--- src/rtl/adder_tree_pipe_if.sv ---
// Operand/sum bus for adder_tree_pipe.
// The frame accumulator signals exist only when ADDER_TREE_ACC_EN is defined.
interface adder_tree_pipe_if #(
    parameter int NUM_IN   = 8,
    parameter int IN_WIDTH = 128
`ifdef ADDER_TREE_ACC_EN
    ,
    parameter int ACC_EXTRA = 16
`endif
);
    localparam int LEVELS    = $clog2(NUM_IN);
    localparam int SUM_WIDTH = IN_WIDTH + LEVELS;

    logic                       in_valid;
    logic [NUM_IN*IN_WIDTH-1:0] in_data;
    logic                       out_valid;
    logic [SUM_WIDTH-1:0]       out_sum;

`ifdef ADDER_TREE_ACC_EN
    localparam int ACC_WIDTH = SUM_WIDTH + ACC_EXTRA;

    logic                 in_last;
    logic                 acc_valid;
    logic [ACC_WIDTH-1:0] acc_sum;

    modport master (
        output in_valid, in_data, in_last,
        input  out_valid, out_sum, acc_valid, acc_sum
    );

    modport slave (
        input  in_valid, in_data, in_last,
        output out_valid, out_sum, acc_valid, acc_sum
    );
`else
    modport master (
        output in_valid, in_data,
        input  out_valid, out_sum
    );

    modport slave (
        input  in_valid, in_data,
        output out_valid, out_sum
    );
`endif
endinterface

--- src/rtl/adder_tree_pipe.sv ---
// Pipelined binary adder tree: sums NUM_IN operands of IN_WIDTH bits per beat.
// Each level widens its result by one bit, so the sum is always exact.
// A register follows every REG_STRIDE-th level and always the last one.
// Latency = 1 + ceil(LEVELS / REG_STRIDE) cycles.
// Defining ADDER_TREE_ACC_EN adds a per-frame accumulator driven by in_last.
module adder_tree_pipe #(
    parameter int NUM_IN     = 8,
    parameter int IN_WIDTH   = 128,
    parameter int REG_STRIDE = 1,
    parameter int SIGNED     = 0
`ifdef ADDER_TREE_ACC_EN
    ,
    parameter int ACC_EXTRA  = 16
`endif
) (
    input  logic               clk,
    input  logic               rst,
    adder_tree_pipe_if.slave   bus
);
    localparam int LEVELS    = $clog2(NUM_IN);
    localparam int SUM_WIDTH = IN_WIDTH + LEVELS;

    logic [IN_WIDTH-1:0] s0_data [NUM_IN];
    logic                s0_valid;
`ifdef ADDER_TREE_ACC_EN
    logic                s0_last;
`endif

    // Stage 0: capture the operands of each valid beat; data holds across bubbles.
    always_ff @(posedge clk) begin
        if (rst) begin
            s0_valid <= 1'b0;
            for (int i = 0; i < NUM_IN; i++) begin
                s0_data[i] <= '0;
            end
        end else begin
            s0_valid <= bus.in_valid;
            if (bus.in_valid) begin
                for (int i = 0; i < NUM_IN; i++) begin
                    s0_data[i] <= bus.in_data[i*IN_WIDTH +: IN_WIDTH];
                end
            end
        end
    end

`ifdef ADDER_TREE_ACC_EN
    // Stage 0 frame marker; only meaningful alongside a valid beat.
    always_ff @(posedge clk) begin
        if (rst) begin
            s0_last <= 1'b0;
        end else begin
            s0_last <= bus.in_valid & bus.in_last;
        end
    end
`endif

    for (genvar k = 1; k <= LEVELS; k++) begin : lvl
        localparam int  W      = IN_WIDTH + k;
        localparam int  N      = NUM_IN >> k;
        localparam bit  IS_REG = ((k % REG_STRIDE) == 0) || (k == LEVELS);

        logic [W-2:0] a [2*N];
        logic [W-1:0] s [N];
        logic [W-1:0] q [N];
        logic         v_in;
        logic         v_q;
`ifdef ADDER_TREE_ACC_EN
        logic         l_in;
        logic         l_q;
`endif

        if (k == 1) begin : src0
            for (genvar j = 0; j < 2*N; j++) begin : g
                assign a[j] = s0_data[j];
            end
            assign v_in = s0_valid;
`ifdef ADDER_TREE_ACC_EN
            assign l_in = s0_last;
`endif
        end else begin : srcn
            for (genvar j = 0; j < 2*N; j++) begin : g
                assign a[j] = lvl[k-1].q[j];
            end
            assign v_in = lvl[k-1].v_q;
`ifdef ADDER_TREE_ACC_EN
            assign l_in = lvl[k-1].l_q;
`endif
        end

        for (genvar j = 0; j < N; j++) begin : add
            if (SIGNED != 0) begin : sx
                assign s[j] = {a[2*j][W-2], a[2*j]} + {a[2*j+1][W-2], a[2*j+1]};
            end else begin : zx
                assign s[j] = {1'b0, a[2*j]} + {1'b0, a[2*j+1]};
            end
        end

        if (IS_REG) begin : r
            // Level register: loads only on a valid beat so the last sum is held.
            always_ff @(posedge clk) begin
                if (rst) begin
                    v_q <= 1'b0;
                    for (int i = 0; i < N; i++) begin
                        q[i] <= '0;
                    end
                end else begin
                    v_q <= v_in;
                    if (v_in) begin
                        for (int i = 0; i < N; i++) begin
                            q[i] <= s[i];
                        end
                    end
                end
            end
`ifdef ADDER_TREE_ACC_EN
            // Frame marker follows the valid bit through this register.
            always_ff @(posedge clk) begin
                if (rst) begin
                    l_q <= 1'b0;
                end else begin
                    l_q <= l_in;
                end
            end
`endif
        end else begin : c
            assign v_q = v_in;
            for (genvar j = 0; j < N; j++) begin : g
                assign q[j] = s[j];
            end
`ifdef ADDER_TREE_ACC_EN
            assign l_q = l_in;
`endif
        end
    end

    logic                 out_valid_w;
    logic [SUM_WIDTH-1:0] out_sum_w;

    assign out_valid_w   = lvl[LEVELS].v_q;
    assign out_sum_w     = lvl[LEVELS].q[0];
    assign bus.out_valid = out_valid_w;
    assign bus.out_sum   = out_sum_w;

`ifdef ADDER_TREE_ACC_EN
    localparam int ACC_WIDTH = SUM_WIDTH + ACC_EXTRA;

    logic                 out_last_w;
    logic [ACC_WIDTH-1:0] acc;
    logic [ACC_WIDTH-1:0] acc_sum_q;
    logic [ACC_WIDTH-1:0] sum_ext;
    logic [ACC_WIDTH-1:0] acc_next;
    logic                 acc_valid_q;

    assign out_last_w = lvl[LEVELS].l_q;
    assign sum_ext    = (SIGNED != 0) ? ACC_WIDTH'($signed(out_sum_w))
                                      : ACC_WIDTH'(out_sum_w);
    assign acc_next   = acc + sum_ext;

    // Frame accumulator: wraps silently; the last beat publishes the total and restarts at 0.
    always_ff @(posedge clk) begin
        if (rst) begin
            acc         <= '0;
            acc_sum_q   <= '0;
            acc_valid_q <= 1'b0;
        end else begin
            acc_valid_q <= 1'b0;
            if (out_valid_w) begin
                if (out_last_w) begin
                    acc_sum_q   <= acc_next;
                    acc_valid_q <= 1'b1;
                    acc         <= '0;
                end else begin
                    acc <= acc_next;
                end
            end
        end
    end

    assign bus.acc_valid = acc_valid_q;
    assign bus.acc_sum   = acc_sum_q;
`endif
endmodule

--- src/flat_wrapper.sv ---
// flat-port wrapper written by rule: the top's interface ports become plain ports
module adder_tree_pipe_flat 
#(
    parameter int NUM_IN     = 8,
    parameter int IN_WIDTH   = 128,
    parameter int REG_STRIDE = 1,
    parameter int SIGNED     = 0

)
  (clk, rst, bus_in_valid, bus_in_data, bus_out_valid, bus_out_sum);
  adder_tree_pipe_if #(.NUM_IN(NUM_IN), .IN_WIDTH(IN_WIDTH)) bus_i ();
  input  logic clk;
  input  logic rst;
  input wire logic [$bits(bus_i.in_valid)-1:0] bus_in_valid;
  input wire logic [$bits(bus_i.in_data)-1:0] bus_in_data;
  output wire logic [$bits(bus_i.out_valid)-1:0] bus_out_valid;
  output wire logic [$bits(bus_i.out_sum)-1:0] bus_out_sum;
  assign bus_i.in_valid = bus_in_valid;
  assign bus_i.in_data = bus_in_data;
  assign bus_out_valid = bus_i.out_valid;
  assign bus_out_sum = bus_i.out_sum;
  adder_tree_pipe #(.NUM_IN(NUM_IN), .IN_WIDTH(IN_WIDTH), .REG_STRIDE(REG_STRIDE), .SIGNED(SIGNED)) u_core (.clk(clk), .rst(rst), .bus(bus_i));
endmodule
--- config.mk ---
export PLATFORM = sky130hd
export DESIGN_NAME = adder_tree_pipe_flat
export DESIGN_NICKNAME = d
export VERILOG_FILES = /design/src/rtl/adder_tree_pipe_if.sv /design/src/rtl/adder_tree_pipe.sv /design/src/flat_wrapper.sv
export SDC_FILE = /design/constraint.sdc
export NUM_CORES = 2
export LEC_CHECK = 0
export CAP_MARGIN = 0
export CORE_ASPECT_RATIO = 0.6
export CORE_MARGIN = 10
export CORE_UTILIZATION = 47
export DETAILED_ROUTE_END_ITERATION = 7
export GPL_TIMING_DRIVEN = 0
export PLACE_DENSITY = 0.8
export SLEW_MARGIN = 10
export SYNTH_ARGS = -nofsm -noshare
export SYNTH_HDL_FRONTEND = slang
export SYNTH_SLANG_ARGS = --single-unit
--- constraint.sdc ---
create_clock -name clk -period 16.8 [get_ports clk]
set_input_delay 3.36 -clock clk [delete_from_list [all_inputs] [get_ports clk]]
set_output_delay 3.36 -clock clk [all_outputs]
set_load 0.05 [all_outputs]
==> reports/qor.yml <==
drc: 5
seq_area_frac_synth_pct: 45.5
powerDensity_nw_per_um2: 93.2
clkSlewWorstSetupHoldPaths_ns: 0.07
use_met2_pct: 44.4
slowest_stage: "clkbuf_1"
finalPower_mw: 14.1
cts_max_level: 4
final_hold_viol_count: 0
critical_path.max_stage_delay_ns: 0.72
cts_tree: "done"
criticalPathCategory: "primary input to flip-flop"
pin_count: 1159
path_cells: "clkdlybuf4s50_1, clkbuf_2, buf_12, clkbuf_2, clkbuf_1, or2_4, buf_16, buf_16, buf_16, buf_16, buf_16, buf_16"
fin_area_um2: 151000
irDropWorstVdd_uv: 77.2
synth_fp_nets: 15200
clock_skew_ns: 0.0612
critical_path_arrival_ns: 8.57
clock_latency_ns: 0.90
outcome: "finished, violations left"
holdPathStages: 2
ys_warn_count: 0
crit_top_cell: "buf_16"
ant_nets: 0
gp_congestion: 1.05
fin_crit_ns: 8.02
synth_edf_count: 1931
die_x_um: 693
via_count: 112000
crit_family: "buffers and inverters"
syn-mean-instance-area_um2: 9.61
cts_hold_buf: 0
routedWlPerCell_um: 28.8
leakagePower_nw: 58.6
path_buf_inv: 11
antenna_found_initial: 62
final_cell_mix: "edfxtp_1, nor2_1, a21oi_1"
cts.sinks: 1935
async_flop_share_pct: 0
grt_max_degree: 68
finalSetupViolations: 0
synth-seq-cells: 1935
rrSetupSlack_ns: 9.99
maxSlewHeadroom_pct: 3.83
die_y_um: 424
syn_area_um2: 128000
grt_util_all_layers_pct: 34.4
drt_iter0_drc: 14700
syn2layout_area_growth_pct: 18.5
setup.worst_path.start_class: "primary input"
rsz0062_at_grt: "false"
drv_cap: 0
viasPerCell: 6.08
portBuffers: 1158
post-cts-setup-buffer-count: 0
final_common_cell: "edfxtp_1"
place.detailed.hpwl_um: 445000
hold_end: "u_core.bus.out_valid"
ys.flop_type: "edfxtp_1"
numCtsBuffers: 192
cts_resized: 0
drive_gt1_share_pct: 3.80
min_from: "u_core.lvl[2].v_q"
core-area_um2: 271000
grt_pass1_vias: 104000
synth_cells: 13300
clk_path_buf_depth: 4
reg2regPathDepth: 15
drt_first_pass_iters: 8
violations: "DRC"
worstMarginPinSlew_ns: 1.44
place_area_um2: 145000
start_util_pct: 47.2
fin_crit_sh_pct: 47.7
path_max_fanout: 64
max_freq_ghz: 0.125
layout.nets: 16600
slew_viol_final: 0
grt.overflow.total: 0
ys_types: 105
row_count: 148
grt_util_met3_pct: 15.7
dieArea_um2: 294000
crit_path_end_kind: "flip-flop"
use_met1_pct: 51.1
grt_pass1_wl_um: 740000
hp-class: "flip-flop to flip-flop"
worstPathRequired_ns: 17.35
busiest_layer: "met1"
clockRootBuffer: "clkbuf_16"
reg2reg_from: "u_core.lvl[1].q[1][64]"
routed_wl_um: 530000
reg2reg_to: "u_core.lvl[2].q[0][119]"
[worst min-delay path, cell delays in order, from the launching register on]
cell and delay (ns):
dfxtp_1 0.31, nand2b_1 0.08, inv_1 0.15
[final cells by class]
cell class | count | area (µm²)
clock buffer | 223 | 4970
sequential | 1935 | 58100
clock inverter | 120 | 1270
multi-input combinational | 10400 | 65900
antenna | 10 | 25.0
tap | 3600 | 4500
inverter | 321 | 1200
buffer | 658 | 2560
fill | 24000 | 119000
timing repair buffer | 1204 | 12700
[cell usage after synthesis (48+ instances only)]
library cell / count / area [µm²]
edfxtp_1: 1931 / 58000
nor2_1: 1585 / 5950
a21oi_1: 1418 / 7100
nand2_1: 1013 / 3800
ha_1: 900 / 11300
and2_1: 827 / 5170
o21ai_0: 764 / 3820
clkbuf_1: 614 / 2300
xnor2_1: 532 / 4660
a21o_1: 446 / 3350
nand4_1: 424 / 2650
nor2b_1: 324 / 2030
inv_1: 320 / 1200
xor2_1: 318 / 2790
o21bai_1: 306 / 2300
nor3_1: 202 / 1010
nand3_1: 128 / 641
o21a_1: 106 / 796
a31oi_1: 99 / 619
nand2b_1: 74 / 463
o31ai_1: 73 / 548
a211oi_1: 68 / 510
nor4_1: 64 / 400
or3_1: 51 / 319
a21boi_0: 50 / 375
or2_2: 50 / 313
o211ai_1: 48 / 360
[layer usage]
layer / share of wire (%) / wire, µm / up-vias
li1: - / - / 51300
met1: 45 / 238000 / 53900
met2: 37 / 198000 / 6217
met3: 15 / 78400 / 617
met4: 3.0 / 15700 / 64
met5: 0.14 / 752 / -
[registers in the layout, indices dropped and copies added (netlist names)]
| name | count |
|---|---|
| u_core.bus.out_valid | 1 |
| u_core.lvl.q | 907 |
| u_core.lvl.v_in | 1 |
| u_core.lvl.v_q | 2 |
| u_core.s0_data | 1024 |
[per-stage QoR]
| step | hold slack, ns | util, % | instances | worst slack (ns) | TNS, ns |
|---|---|---|---|---|---|
| 2_1_floorplan | 0.502 | - | 13300 | 4.73 | 0 |
| 3_3_place_gp | 0.614 | 53.1 | 18000 | -1.96 | -1528.51 |
| 3_5_place_dp | 0.626 | 53.5 | 18100 | 7.52 | 0 |
| 4_1_cts | 0.642 | 55.8 | 18400 | 8.46 | 0 |
| 5_1_grt | 0.667 | 55.9 | 18400 | 8.72 | 0 |
| 6_report | 0.641 | 55.9 | 18400 | 8.78 | 0 |
[power by group]
part           switching [mW]  total [mW]  internal, mW  leakage (nW)
Clock                    2.04        4.50          2.46          3.01
Combinational            2.43        3.70          1.27          34.6
Sequential              0.207        5.90          5.70          20.9
[worst max path at each step]
stage,to,cells past startpoint,slack (ns),startpoint
3_3_place_gp,u_core.s0_data[0][324],5,-1.96,rst
4_1_cts,u_core.s0_data[0][191],12,8.46,rst
6_report,u_core.s0_data[0][450],12,8.78,rst
2_1_floorplan,u_core.s0_data[0][0],4,4.73,rst
3_5_place_dp,u_core.s0_data[0][453],12,7.52,rst
5_1_grt,u_core.s0_data[0][191],12,8.72,rst
[kinds of logic after synthesis]
kind of cell | share of synthesized area [%]
mux | 0.0471
flops | 45.5
simple gates | 18.5
fa+ha+maj | 8.93
xor+xnor | 5.83
compound gates | 18.3
buf+inv | 2.92
Note: power is estimated with default switching activity, not from simulation.
